--- config.mk ---
export PLATFORM = sky130hd
export DESIGN_NAME = edge_event_arbiter
export DESIGN_NICKNAME = d
export VERILOG_FILES = /design/src/rtl/edge_event_arbiter.sv
export SDC_FILE = /design/constraint.sdc
export NUM_CORES = 1
export LEC_CHECK = 0
export CAP_MARGIN = 20
export CORE_UTILIZATION = 45
export CTS_CLUSTER_SIZE = 25
export DETAILED_ROUTE_END_ITERATION = 10
export HOLD_SLACK_MARGIN = 0.1
export MAX_ROUTING_LAYER = met4
export PLACE_DENSITY = 0.71
export REMOVE_ABC_BUFFERS = 1
export SLEW_MARGIN = 20
export SYNTH_ARGS = -nofsm -noshare
export SYNTH_HDL_FRONTEND = slang
export SYNTH_SLANG_ARGS = --single-unit
--- constraint.sdc ---
create_clock -name clk_in -period 3.8 [get_ports clk_in]
set_clock_uncertainty 0.1 [all_clocks]
set_input_delay 1.14 -clock clk_in [delete_from_list [all_inputs] [get_ports clk_in]]
set_output_delay 1.14 -clock clk_in [all_outputs]
set_load 0.05 [all_outputs]
--- src/rtl/edge_event_arbiter.sv ---
// Synchronises N asynchronous level inputs, latches each rising edge as a pending event,
// and hands the events one at a time to a single consumer through a round-robin valid/ready slot.
module edge_event_arbiter #(
    parameter int N_CHANNELS  = 4,
    parameter int SYNC_STAGES = 2,
    parameter int ID_W        = $clog2(N_CHANNELS)
) (
    input  logic                  clk_in,
    input  logic                  rst_in,
    input  logic [N_CHANNELS-1:0] level_in,
    input  logic [N_CHANNELS-1:0] enable_in,
    output logic                  event_valid_out,
    input  logic                  event_ready_in,
    output logic [ID_W-1:0]       event_id_out,
    output logic [N_CHANNELS-1:0] pending_out,
    output logic [N_CHANNELS-1:0] overflow_out,
    input  logic                  clear_overflow_in
);

    typedef enum logic {
        IDLE,
        OFFER
    } state_t;

    logic [N_CHANNELS-1:0] sync_q [SYNC_STAGES];
    logic [N_CHANNELS-1:0] prev_q;
    logic [N_CHANNELS-1:0] rise;
    logic [N_CHANNELS-1:0] capture;

    state_t                state_q, state_d;
    logic [ID_W-1:0]       slot_q, slot_d;
    logic [ID_W-1:0]       rr_q, rr_d;
    logic [N_CHANNELS-1:0] pending_q, pending_d;
    logic [N_CHANNELS-1:0] overflow_q, overflow_d;

    logic                  load;
    logic [ID_W-1:0]       load_idx;
    logic [N_CHANNELS-1:0] load_mask;

    // First set bit of req at or after start, wrapping past the top channel to 0.
    function automatic logic [ID_W-1:0] rr_pick(input logic [N_CHANNELS-1:0] req,
                                                input logic [ID_W-1:0]       start);
        logic [ID_W-1:0] pick;
        logic            found;
        int              idx;
        pick  = '0;
        found = 1'b0;
        for (int i = 0; i < N_CHANNELS; i++) begin
            idx = int'(start) + i;
            if (idx >= N_CHANNELS) idx = idx - N_CHANNELS;
            if (!found && req[idx]) begin
                pick  = ID_W'(idx);
                found = 1'b1;
            end
        end
        return pick;
    endfunction

    function automatic logic [ID_W-1:0] wrap_inc(input logic [ID_W-1:0] v);
        return (v == ID_W'(N_CHANNELS - 1)) ? '0 : v + 1'b1;
    endfunction

    // NOTE: the sync chain is an array of flops, not RAM, so every stage is reset; that is
    // what makes a level already high at reset release look like exactly one fresh edge.
    always_ff @(posedge clk_in or posedge rst_in) begin
        if (rst_in) begin
            for (int s = 0; s < SYNC_STAGES; s++) sync_q[s] <= '0;
            prev_q <= '0;
        end else begin
            // NOTE: non-blocking assignments make every stage sample the old value of its
            // predecessor, so the chain really delays by one cycle per stage.
            sync_q[0] <= level_in;
            for (int s = 1; s < SYNC_STAGES; s++) sync_q[s] <= sync_q[s-1];
            prev_q <= sync_q[SYNC_STAGES-1];
        end
    end

    assign rise    = sync_q[SYNC_STAGES-1] & ~prev_q;
    assign capture = rise & enable_in;

    always_ff @(posedge clk_in or posedge rst_in) begin
        if (rst_in) begin
            state_q    <= IDLE;
            slot_q     <= '0;
            rr_q       <= '0;
            pending_q  <= '0;
            overflow_q <= '0;
        end else begin
            state_q    <= state_d;
            slot_q     <= slot_d;
            rr_q       <= rr_d;
            pending_q  <= pending_d;
            overflow_q <= overflow_d;
        end
    end

    always_comb begin
        // NOTE: every output of this block gets a default first so no path infers a latch.
        state_d    = state_q;
        slot_d     = slot_q;
        rr_d       = rr_q;
        load       = 1'b0;
        load_idx   = '0;
        load_mask  = '0;
        pending_d  = pending_q;
        overflow_d = overflow_q;

        case (state_q)
            IDLE: begin
                if (|pending_q) begin
                    load     = 1'b1;
                    load_idx = rr_pick(pending_q, rr_q);
                    state_d  = OFFER;
                end
            end
            OFFER: begin
                if (event_ready_in) begin
                    rr_d = wrap_inc(slot_q);
                    if (|pending_q) begin
                        load     = 1'b1;
                        load_idx = rr_pick(pending_q, rr_d);
                    end else begin
                        state_d = IDLE;
                    end
                end
            end
            default: state_d = IDLE;
        endcase

        if (load) begin
            slot_d    = load_idx;
            load_mask = N_CHANNELS'(1) << load_idx;
        end

        // A channel being moved into the slot this cycle has room for one more event,
        // so only a capture on a pending, non-loaded channel counts as lost.
        pending_d  = (pending_q & ~load_mask) | capture;
        overflow_d = (clear_overflow_in ? '0 : overflow_q) | (capture & pending_q & ~load_mask);
    end

    assign event_valid_out = (state_q == OFFER);
    assign event_id_out    = slot_q;
    assign pending_out     = pending_q;
    assign overflow_out    = overflow_q;

endmodule
==> reports/results.ini <==
[run_status]
status=complete, no violations

[critical_path]
reg2reg_depth=7
max_stage_delay_ns=0.89
path_max_fanout=16
crit_path_end=pending_out[1]
path_cells=clkdlybuf4s50_1
endpoint_kind=output pin
worst_path_max_delay_cell=clkdlybuf4s50_1
crit_buf_inv=1
worst_setup_path_start_kind=flip-flop
ff2ff_setup_slack_ns=1.26
rr_startpoint=event_id_out[0]
crit_required_ns=2.56
crit_start=pending_out[1]
crit_arrival_ns=1.85
cp.depth=1
crit_family=buffers and inverters
r2r_end=pending_out[0]
worstSetupPathType=reg2out

[clocking]
clk_pin_slew_ns=0.13
cts_tree=done
cts_root_buf=clkbuf_4
post_cts_resized=0
ctsHtreeMaxLevel=1
clk_latency_ns=0.31
postCtsHoldBufs=0
cts.sinks=25
clk_path_buf_depth=2
cts_made_buffers=3
cts_setup_buffers=0

[power_and_ir_drop]
power.total_mw=1.25
p_leak_nw=0.610
power_density_nw_per_um2=854
ir_drop_mv=0.429

[cells_and_area]
multi_input_area_sq_um=529
area_delta_synth_final_pct=21.2
num_antenna_cells=0
mostFrequentLayoutCells=dfrtp_1, clkdlybuf4s50_1, nand2_1, o21ai_0
drive_above_1_share_pct=8.82
seq_area_sq_um=626
final_nets=150
final_common_cell=dfrtp_1
final_area_sq_um=1460
fillers=222

[logic_synthesis]
syn_area_per_cell_sq_um=10.4
yosysSeqAreaShare_pct=52.0
synth.cell_area_sq_um=1200
synth-seq-cells=25
yosysWarnings=0
synth_edf_count=0
synth_cell_type_count=40
synth_largest_area_cell=dfrtp_1
async_flop_share_pct=100
ys.flop_type=dfrtp_1
yosysTopAreaCellShare_pct=52.0
synth_area_leaders=dfrtp_1, nand2_1, o21ai_0, o21a_1, nand2b_1
syn_inst=116

[sta]
tightest_slew_ns=0.880
slew_viol_final=0
fin_crit_ns=3.09
final_hold_viol_count=0
setup_violations=0
fin_crit_sh_pct=81.2
slew_headroom_pct=41.3
fmax_mhz=324
fin_tns_setup_ns=0
rsz0062_at_grt=no

[grt]
grt_start_max_net_pins=26
track_usage_pct=19.7
antenna_found_initial=0
grt_pass1_vias=905
grt-ovfl-total=0
grt_pass1_wl_um=3890

[min_path]
min_path_type=reg2reg

[detailed_routing]
wl_um=2280
drtIter0Drc=13
wl_per_cell_um=13.7
vias_per_cell=5.57
vias=924
ant_nets=0
drc=0
drt-pass1-iter-count=4

[place]
io_buffers=22
placed_area_sq_um=1430
gp_congestion=0.866
dp_hpwl_um=1700

[floorplanning]
io_pins=23
fp.dieArea_sq_um=2890
die_w_um=53.7
num_rows=18
die_h_um=53.7
core-area_sq_um=2500
start_util_pct=48.1

[job]
drv_cap=0

sequential cells by signal (all words and copies together) (netlist names):
register         count
event_id_out         2
event_valid_out      1
overflow_out         4
pending_out          4
prev_q               4
rr_q                 2
sync_q               8
cell usage after synthesis, drive strengths merged, types with 3 or more instances:
cell type and number:
a21oi 3, o21a 5, nand2b 5, nor2 5
clkbuf 3, o21ai 9, nand2 17, o22a 3
dfrtp 25, buf 3, nor2b 4, inv 5
cell type report:
type,count,area share (%)
flip-flops and latches,25,42.9
multi-input cells,80,36.3
repair buffers,22,15.1
well taps,30,2.57
clock buffers,3,1.54
inverters,5,1.29
clock inverters,1,0.343
power breakdown:
part	total, mW	switching [mW]	internal [mW]
Clock	0.113	0.0739	0.0393
Sequential	0.457	0.132	0.325
Combinational	0.675	0.389	0.286
Total	1.25	0.595	0.650
through the flow:
step           hold slack, ns  cells  setup slack [ns]  util, %
2_1_floorplan           0.231    110              1.24        -
3_3_place_gp            0.236    162              1.08     57.3
3_5_place_dp            0.242    162              1.00     57.3
4_1_cts                 0.273    166             0.700     58.4
5_1_grt                 0.282    166             0.618     58.4
6_report                0.270    166             0.714     58.4
per-layer routing:
metal / share of wire (%) / wire [um] / track usage (%)
met2: 51 / 1160 / 33.7
met5: 0 / 0 / -
met4: 0.57 / 13 / 7.89
met1: 45 / 1020 / 23.1
met3: 3.6 / 83 / 2.54
logic make-up (layout without fill, tap and decap cells):
kind of cell,count (synthesis),after routing,share of synthesized area [%]
adder cells (fa/ha/maj),2,2,1.97
multiplexers,1,1,0.935
buffers and inverters,11,31,4.05
AND/OR/NAND/NOR,42,42,18.4
flip-flops,25,25,52.0
AO/OA/AOI/OAI,35,35,22.7
how the worst min path moves through the flow:
stage / to / cells after the start / from / slack (ns)
finish: sync_q[3] / 0 / sync_q[7] / 0.27
global route: sync_q[1] / 0 / sync_q[5] / 0.28
CTS: sync_q[1] / 0 / sync_q[5] / 0.27
detailed placement: sync_q[2] / 0 / sync_q[6] / 0.24
global placement: sync_q[1] / 0 / sync_q[5] / 0.24
floorplan: sync_q[0] / 0 / sync_q[4] / 0.23
(Power assumes the default switching activity.)
